==> src/rtl/mem_wb_stage_pkg.sv <==
// mem_wb_stage_pkg: shared types and load-width encodings for the MEM/WB boundary
package mem_wb_stage_pkg;
   typedef logic [31:0] data_t;
   typedef enum logic [1:0] {RES_ALU = 2'd0, RES_MEM = 2'd1, RES_PC4 = 2'd2} result_src_t;
   typedef enum logic {IDLE = 1'b0, WAIT = 1'b1} mem_wait_state_t;
   localparam logic [2:0] LB  = 3'b000;
   localparam logic [2:0] LH  = 3'b001;
   localparam logic [2:0] LW  = 3'b010;
   localparam logic [2:0] LBU = 3'b100;
   localparam logic [2:0] LHU = 3'b101;
endpackage

==> src/rtl/mem_to_wb_if.sv <==
// mem_to_wb_if: registered MEM->WB pipeline fields
interface mem_to_wb_if;
   import mem_wb_stage_pkg::*;
   result_src_t cfsm__result_src;
   logic        RegWriteW;
   data_t       read_data;
   data_t       alu_result;
   logic [4:0]  rd;
   modport to_write_back (output cfsm__result_src, RegWriteW, read_data, alu_result, rd);
   modport from_mem (input cfsm__result_src, RegWriteW, read_data, alu_result, rd);
endinterface

==> src/rtl/mem_wb_stage_load_aligner.sv <==
// load_aligner: selects the addressed byte/half of a memory word and extends it
module load_aligner
   import mem_wb_stage_pkg::*;
(
   input  data_t      word,
   input  logic [1:0] off,
   input  logic [2:0] funct3,
   output data_t      data
);
   logic [7:0]  b;
   logic [15:0] h;
   always_comb begin
      b = word[{off, 3'b000} +: 8];
      h = off[1] ? word[31:16] : word[15:0];
      data = funct3 == LB  ? {{24{b[7]}}, b} :
             funct3 == LBU ? {24'd0, b} :
             funct3 == LH  ? {{16{h[15]}}, h} :
             funct3 == LHU ? {16'd0, h} : word;
   end
endmodule

==> src/rtl/mem_wb_stage.sv <==
// mem_wb_stage: MEM/WB register with data-memory handshake, stall and timeout
module mem_wb_stage
   import mem_wb_stage_pkg::*;
#(
   parameter int WAIT_LIMIT = 15
) (
   input  logic        clk,
   input  logic        rst_n,
   input  logic        valid_m,
   input  result_src_t result_src_m,
   input  logic        reg_write_m,
   input  data_t       alu_result_m,
   input  logic [4:0]  rd_m,
   input  logic        mem_read_m,
   input  logic        mem_write_m,
   input  logic [2:0]  funct3_m,
   input  logic        flush,
   output logic        dmem_req,
   input  logic        dmem_ready,
   input  data_t       dmem_rdata,
   output logic        stall_m,
   output logic        mem_err,
   mem_to_wb_if.to_write_back wb
);
   localparam int CW = $clog2(WAIT_LIMIT);
   mem_wait_state_t state, state_n;
   logic [CW-1:0]   cnt, cnt_n;
   logic            access, timeout, capture;
   data_t           aligned;
   load_aligner u_align (.word(dmem_rdata), .off(alu_result_m[1:0]), .funct3(funct3_m), .data(aligned));
   assign access  = valid_m & (mem_read_m | mem_write_m);
   assign timeout = (state == WAIT) & ~dmem_ready & (cnt == CW'(WAIT_LIMIT - 1));
   assign capture = ~flush & (state == WAIT ? dmem_ready : valid_m & (~access | dmem_ready));
   // gated by rst_n so both drop the instant reset asserts, even with a load still presented
   assign dmem_req = rst_n & ~flush & (state == WAIT | access);
   assign stall_m  = rst_n & ~flush & ~dmem_ready & (state == WAIT ? ~timeout : access);
   always_comb begin
      state_n = flush ? IDLE :
                state == IDLE ? (access & ~dmem_ready ? WAIT : IDLE) :
                (dmem_ready | timeout) ? IDLE : WAIT;
      cnt_n = (flush | state == IDLE) ? '0 : cnt + 1'b1;
   end
   always_ff @(posedge clk or negedge rst_n) begin
      if (!rst_n) begin
         state               <= IDLE;
         cnt                 <= '0;
         mem_err             <= 1'b0;
         wb.cfsm__result_src <= RES_ALU;
         wb.RegWriteW        <= 1'b0;
         wb.read_data        <= '0;
         wb.alu_result       <= '0;
         wb.rd               <= '0;
      end else begin
         state               <= state_n;
         cnt                 <= cnt_n;
         mem_err             <= mem_err | (timeout & ~flush);
         wb.cfsm__result_src <= capture ? result_src_m : RES_ALU;
         wb.RegWriteW        <= capture & reg_write_m;
         wb.read_data        <= capture & mem_read_m ? aligned : '0;
         wb.alu_result       <= capture ? alu_result_m : '0;
         wb.rd               <= capture ? rd_m : '0;
      end
   end
endmodule

==> src/flat_wrapper.sv <==
// flat-port wrapper written by rule: the top's interface ports become plain ports
module mem_wb_stage_flat import mem_wb_stage_pkg::*;
#(
   parameter int WAIT_LIMIT = 15
)
  (clk, rst_n, valid_m, result_src_m, reg_write_m, alu_result_m, rd_m, mem_read_m, mem_write_m, funct3_m, flush, dmem_req, dmem_ready, dmem_rdata, stall_m, mem_err, wb_cfsm__result_src, wb_RegWriteW, wb_read_data, wb_alu_result, wb_rd);
  mem_to_wb_if wb_i ();
  input  logic clk;
  input  logic rst_n;
  input  logic valid_m;
  input  result_src_t result_src_m;
  input  logic reg_write_m;
  input  data_t alu_result_m;
  input  logic [4:0] rd_m;
  input  logic mem_read_m;
  input  logic mem_write_m;
  input  logic [2:0] funct3_m;
  input  logic flush;
  output logic dmem_req;
  input  logic dmem_ready;
  input  data_t dmem_rdata;
  output logic stall_m;
  output logic mem_err;
  output wire logic [$bits(wb_i.cfsm__result_src)-1:0] wb_cfsm__result_src;
  output wire logic [$bits(wb_i.RegWriteW)-1:0] wb_RegWriteW;
  output wire logic [$bits(wb_i.read_data)-1:0] wb_read_data;
  output wire logic [$bits(wb_i.alu_result)-1:0] wb_alu_result;
  output wire logic [$bits(wb_i.rd)-1:0] wb_rd;
  assign wb_cfsm__result_src = wb_i.cfsm__result_src;
  assign wb_RegWriteW = wb_i.RegWriteW;
  assign wb_read_data = wb_i.read_data;
  assign wb_alu_result = wb_i.alu_result;
  assign wb_rd = wb_i.rd;
  mem_wb_stage #(.WAIT_LIMIT(WAIT_LIMIT)) u_core (.clk(clk), .rst_n(rst_n), .valid_m(valid_m), .result_src_m(result_src_m), .reg_write_m(reg_write_m), .alu_result_m(alu_result_m), .rd_m(rd_m), .mem_read_m(mem_read_m), .mem_write_m(mem_write_m), .funct3_m(funct3_m), .flush(flush), .dmem_req(dmem_req), .dmem_ready(dmem_ready), .dmem_rdata(dmem_rdata), .stall_m(stall_m), .mem_err(mem_err), .wb(wb_i));
endmodule
==> config.mk <==
export PLATFORM = sky130hd
export DESIGN_NAME = mem_wb_stage_flat
export DESIGN_NICKNAME = d
export VERILOG_FILES = /design/src/rtl/mem_wb_stage_pkg.sv /design/src/rtl/mem_to_wb_if.sv /design/src/rtl/mem_wb_stage_load_aligner.sv /design/src/rtl/mem_wb_stage.sv /design/src/flat_wrapper.sv
export SDC_FILE = /design/constraint.sdc
export NUM_CORES = 1
export LEC_CHECK = 0
export CORE_MARGIN = 3
export CORE_UTILIZATION = 48
export CTS_CLUSTER_SIZE = 24
export DETAILED_ROUTE_END_ITERATION = 8
export PLACE_DENSITY = 0.91
export SLEW_MARGIN = 0
export SYNTH_ARGS = -nofsm -noshare
export SYNTH_HDL_FRONTEND = slang
export SYNTH_HIERARCHICAL = 1
export SYNTH_SLANG_ARGS = --single-unit
==> constraint.sdc <==
create_clock -name clk -period 2.52 [get_ports clk]
set_clock_uncertainty 0.05 [all_clocks]
set_input_delay 0.63 -clock clk [delete_from_list [all_inputs] [get_ports clk]]
set_output_delay 0.63 -clock clk [all_outputs]
set_load 0.02 [all_outputs]
==> Word level (Yosys, flattened, before mapping) <==
Index checks and enable logic that the tools add are counted.
{ "totals": {"reg_bits": 78, "latch_bits": 0, "mem_bits_rw": 0, "rom_bits": 0, "input_bits": 82, "out_inout_bits": 75, "word_cells": 55, "mem_count": 0} }
{ "classes": {"add_sub_neg": 1, "n_mul": 0, "div": 0, "order_cmp": 0, "n_eq_ne": 4, "shifts": 1, "muxes": 16, "bitwise_logic": 24, "n_reduce_logical": 1} }
{ "op_table": {"columns": ["operator", "count"], "rows": [
  ["$mux W32", 6],
  ["$shiftx A32 B6 Y8", 1],
  ["$mux W16", 1],
  ["$and A1 B1 Y1", 13],
  ["$eq A3 B3 Y1 const B", 2],
  ["$mux W1", 6],
  ["$or A1 B1 Y1", 6],
  ["$mux W5", 1],
  ["$not A1 Y1", 5],
  ["$add A4 B1 Y4 const B", 1],
  ["$eq A4 B4 Y1 const B", 1],
  ["$mux W4", 1],
  ["$eq A3 B1 Y1 const B", 1],
  ["$logic_not A3 Y1", 1],
  ["$mux W2", 1]
]} }

==> Logic depth before layout (Yosys ltp) <==
{ "depth": {"word_depth": 9, "ltp_mapped": 8, "depth_no_buf": 5} }

==> By module <==
Netlist, hierarchy kept.
{ "by_module_without_submodules": {"columns": ["mod", "n_inst", "cells_each", "area_each_um2", "seq_area_each_um2"], "rows": [
  ["mem_wb_stage", 1, 268, 3173.0, 1951.9],
  ["load_aligner", 1, 127, 930.9, 0.0]
]} }

==> Worst setup path after synthesis <==
Ideal clock, no wire load.
{ "synth_path": {"path_type": "reg2out", "start": "register u_core.cnt[0]", "end": "output port stall_m", "arrival_ps": 1431, "t_required_ps": 1840, "setup_slack_ps": 409, "stages_incl_launch_ff": 5, "n_path_buf": 0, "cell_sequence": "dfrtp_1 > inv_1 > ha_1 > a41o_2 > a211oi_1"} }
{ "synth_via": {"elab_chain_cells": 5} }
{ "synth_lines": {"columns": ["item", "line_no", "rtl"], "rows": [
  ["from (decl)", "mem_wb_stage.sv:27", "logic [CW-1:0] cnt, cnt_n;"],
  ["from (signal assigned)", "mem_wb_stage.sv:55", "cnt <= cnt_n;"],
  ["$eq A4 B4 Y1", "mem_wb_stage.sv:32", "assign timeout = (state == WAIT) & ~dmem_ready & (cnt == CW'(WAIT_LIMIT - 1));"],
  ["$and A1 B1 Y1", "mem_wb_stage.sv:32", null],
  ["$not A1 Y1", "mem_wb_stage.sv:36", "assign stall_m = rst_n & ~flush & ~dmem_ready & (state == WAIT ? ~timeout : access);"],
  ["$mux W1", "mem_wb_stage.sv:36", null],
  ["$and A1 B1 Y1", "mem_wb_stage.sv:36", null],
  ["to (decl)", "flat_wrapper.sv:22", "output logic stall_m;"]
]} }
Every way passes these cells.

==> Worst setup path in the final report <==
{ "layout_path": {"start": "input port mem_read_m", "end": "output port dmem_req"} }
{ "layout_via": {"elab_chain_cells": 4} }
{ "layout_lines": {"columns": ["item", "line_no", "rtl"], "rows": [
  ["from (decl)", "flat_wrapper.sv:15", "input logic mem_read_m;"],
  ["$or A1 B1 Y1", "mem_wb_stage.sv:31", "assign access = valid_m & (mem_read_m | mem_write_m);"],
  ["$and A1 B1 Y1", "mem_wb_stage.sv:31", null],
  ["$or A1 B1 Y1", "mem_wb_stage.sv:35", "assign dmem_req = rst_n & ~flush & (state == WAIT | access);"],
  ["$and A1 B1 Y1", "mem_wb_stage.sv:35", null],
  ["to (decl)", "flat_wrapper.sv:19", "output logic dmem_req;"]
]} }
Every way passes these cells.

==> results <==
- The run finished with clean final reports.
- On the critical path, the stage with the largest delay is an instance of clkdlybuf4s50_1.
- Setup violations remaining at the end of the flow were counted as 0.
- The setup TNS is 0 ps.
- After floorplanning, the core was sized to cover 8260 um^2.
- In the final layout, flip-flops and latches occupy 1950 um^2.
- The class of the tightest hold or removal check is register to register.
- After detailed routing, the number of vias per cell comes to 5.43.
- The total via count after detailed routing is 3549.
- The floorplan step set the die width to 98.5 um.
- The first global-routing pass estimated 17600 um of wire.
- The I/O pin total is 157.
- VDD sags by at most 298 uV.
- The netlist uses 42 different library cells.
- The setup fix buffers added after clock tree synthesis is 0.
- Counting the buffers created by CTS gives 9.
- The area growth from synthesis to final layout is 47.3%.
- The routed wire length is 10800 um.
- The tool flagged a number of max-cap violations equal to 0.
- The via count of the first global-routing pass was 3521.
- After synthesis, the mean cell area works out to 10.4 um^2.
- The longest individual stage delay on the worst path is 440 ps.
- The layout filler cell count is 566.
- The number of antenna violations at the first check in global routing is 0.
- The floorplan has 33 rows.
- At the worst endpoint, the arrival time is 1810 ps.
- The final hold violation count is 0.
- Global routing finished with a remaining overflow of 0.
- For the pin with the worst max-slew slack, the measured transition is 979 ps.
- The final critical delay including setup and external delays is 2490 ps.
- The floorplan step set the die height to 98.5 um.
- The count of yosys warnings during synthesis is 6.
- The gate count after technology mapping is 395.
- The H-tree was split into 3 levels.
- The antenna cell count is 0.
- The maximum root-to-sink buffer count is 2.
- TritonCTS built the clock tree.
- The mean routed wirelength per cell is 16.6 um.
- In this run the cell area of the synthesized design comes to 4100 um^2.
- At the worst endpoint, the required time is 1840 ps.
- The share of total power dissipated in the clock network is 0.328.
- The startpoint kind of the worst setup timing path is a primary input.
- The signal on the critical path passes through clkdlybuf4s50_1, o21ai_1, a21oi_1, dlygate4sd2_1.
- In the routed design, unresolved DRC markers number 0.
- The register area share after synthesis is 0.476.
- The initial cell density of the core is 0.497.
- The clock-pin slew reported for the worst setup and hold paths after clock tree synthesis is 80 ps.
- The minimum setup slack after placement is -408 ps.
- The post-detailed-placement half-perimeter wirelength is 8000 um.
- The latest clock arrival within the worst-skew pair is 340 ps.
- Summed over all nets, the switching power comes to 0.800 mW.
- Counting every net in the synthesized netlist gives 479.
- The area of the multi-input gates is 1660 um^2.
- In the final design database the tool counted 628 nets.
- Of the total power, the share spent switching nets is 0.280.
- The count of antenna-violating nets left after detailed routing is 0.
- The critical path is of the primary input to output port type.
- The hold buffer count at cts is 0.
- Cell internal power was estimated by the tool at 2.05 mW.
- The first TritonRoute pass finished after 4 iterations.
- The headroom to the max-slew limit is 0.348.
- At the end of routability-driven placement, the weighted congestion stood at 0.987.
- The timing-limited maximum frequency is 402 MHz.
- In the global route stage, overall resource usage came out at 0.226.
- The maximum number of pins on one net before global-route repair is 79.
- Dividing total power by cell area gives a power density of 472 nW/um^2.
- In this run the static leakage power is 2.75 nW.
- The number of slew-limit violations in the final report is 0.
- STA classifies the critical path endpoint as an output port.
- In this run, synthesis produced a sequential element count of 78.
- Of all nets on the critical path, the largest fanout is 3.
- The combinational fraction of design power is 0.218.
- The first-iteration detailed-routing DRC count is 119.
- Hold is met by 428 ps.
- The die covers 9700 um^2.
- The sequential cell fraction of total power is 0.454.
- In this run the tool buffered the top-level ports with 156 buffer cells.
- The TritonCTS sink count is 78.
- The setup slack of the critical path after layout is 33.7 ps.
- The library cell used as clock root buffer is clkbuf_8.
- The part of the cycle the worst path needs is 0.987.
- In the final layout, the share of cells above drive strength 1 is 0.191.
## power groups by stage
stage / combinational, mW / clock (mW) / sequential, mW
after global routing: 0.671 / 1.01 / 1.30
after global placement: 0.606 / 0 / 1.32
after CTS: 0.623 / 0.961 / 1.30
after detailed placement: 0.621 / 0 / 1.32
final: 0.623 / 0.935 / 1.30
after floorplan: 0.268 / 0 / 1.36
## flip-flops by register name, indices dropped and copies added, names as in the netlist
name                        cells
u_core/wb.RegWriteW             1
u_core/state                    1
u_core/wb.alu_result           32
u_core/mem_err                  1
u_core/cnt                      4
u_core/wb.cfsm__result_src      2
u_core/wb.rd                    5
u_core/wb.read_data            32
## cells in the final DEF, fill, tap and decap left out, drive strengths merged, types with 8 or more instances in the layout
cell           instances
a211oi                42
a221o                 15
buf                   23
clkbuf                 9
clkdlybuf4s50        153
dfrtp                 78
inv                   78
mux2                   8
nand2                 18
nand3                 25
nand3b                 9
nor3                  34
## worst paths after layout
| check | slack, ps | endpoint | depth (start not counted) | startpoint |
|---|---|---|---|---|
| max in group asynchronous | 1300 | u_core/wb.alu_result[24] | 2 | rst_n |
| worst max-delay path | 30 | dmem_req | 4 | mem_read_m |
| worst min register to register | 430 | u_core/mem_err | 2 | u_core/mem_err |
| min in group asynchronous | 480 | u_core/wb.alu_result[17] | 2 | rst_n |
| worst max register to register | 860 | u_core/wb.alu_result[10] | 3 | u_core/state |
| worst min-delay path | 430 | u_core/mem_err | 2 | u_core/mem_err |
## cell usage after synthesis
cell type | n | area share
nor3_1 | 34 | 0.041
a22o_1 | 7 | 0.015
nand3_2 | 10 | 0.024
a41o_2 | 1 | 0.0027
buf_6 | 6 | 0.016
a21oi_1 | 1 | 0.0012
nor3b_2 | 1 | 0.0030
clkbuf_1 | 15 | 0.014
nor2b_1 | 1 | 0.0015
a31oi_1 | 7 | 0.011
a211oi_2 | 40 | 0.12
buf_2 | 12 | 0.015
ha_1 | 2 | 0.0061
nand2_1 | 18 | 0.016
nand2b_1 | 1 | 0.0015
a211oi_1 | 2 | 0.0037
mux2i_1 | 2 | 0.0049
o21ai_0 | 1 | 0.0012
and2_1 | 1 | 0.0015
or2b_1 | 1 | 0.0018
mux4_2 | 1 | 0.0055
o21bai_1 | 1 | 0.0018
or4_1 | 1 | 0.0018
xnor2_1 | 1 | 0.0021
nor2_1 | 5 | 0.0046
a21o_1 | 1 | 0.0018
a211o_1 | 1 | 0.0021
or3_1 | 1 | 0.0015
o2bb2ai_1 | 1 | 0.0021
buf_1 | 3 | 0.0027
mux2_2 | 8 | 0.022
inv_1 | 77 | 0.070
nand3b_1 | 9 | 0.016
or4b_1 | 7 | 0.017
nor3b_1 | 1 | 0.0018
a221o_1 | 15 | 0.037
buf_4 | 3 | 0.0055
or3b_2 | 1 | 0.0021
or3b_1 | 1 | 0.0021
dfrtp_1 | 78 | 0.48
o31ai_1 | 1 | 0.0018
nand3_1 | 15 | 0.018
## stage by stage
| stage | std cells | power (mW) | utilization | instance area, um^2 |
|---|---|---|---|---|
| floorplan | 395 | 1.63 | - | 4100 |
| finish | 654 | 2.85 | 0.732 | 6050 |
| CTS | 654 | 2.88 | 0.731 | 6040 |
| global route | 654 | 2.98 | 0.732 | 6050 |
| detailed placement | 638 | 1.94 | 0.708 | 5850 |
| global placement | 638 | 1.93 | 0.708 | 5850 |
## cell type report
type	count	share of cell area
Sequential cell	78	0.323
Multi-Input combinational cell	201	0.275
Clock inverter	7	0.0122
Timing Repair Buffer	177	0.300
Inverter	77	0.0478
Clock buffer	9	0.0205
Tap cell	105	0.0217
## worst max-delay path, delay by kind of cell
family                 cells  cell delay (ps)
buffers and inverters      2              760
AOI/OAI and AO/OA          2              410
## metal layers
| metal | GRT usage | vias to the layer above | share of wire |
|---|---|---|---|
| met5 | 0 | - | 0 |
| met4 | 0.0788 | 0 | 0.012 |
| met3 | 0.0481 | 11 | 0.075 |
| met2 | 0.380 | 162 | 0.50 |
| met1 | 0.290 | 1716 | 0.41 |
| li1 | - | 1660 | - |
## kinds of logic (layout without fill, tap and decap cells)
kind of cell / count (synthesis) / count (layout) / synth area share
AND/OR/NAND/NOR: 108 / 108 / 0.158
adder cells (fa/ha/maj): 2 / 2 / 0.00610
multiplexers: 11 / 11 / 0.0323
flip-flops: 78 / 78 / 0.476
AO/OA/AOI/OAI: 79 / 79 / 0.203
XOR/XNOR: 1 / 1 / 0.00213
buffers and inverters: 116 / 270 / 0.123
## what timing repair did
item                                    4_1_cts  5_1_grt
resized for setup                             6        3
endpoints found under the hold margin         0        0
endpoints found under the setup margin        2        2
Power figures use the tool's default switching activity.
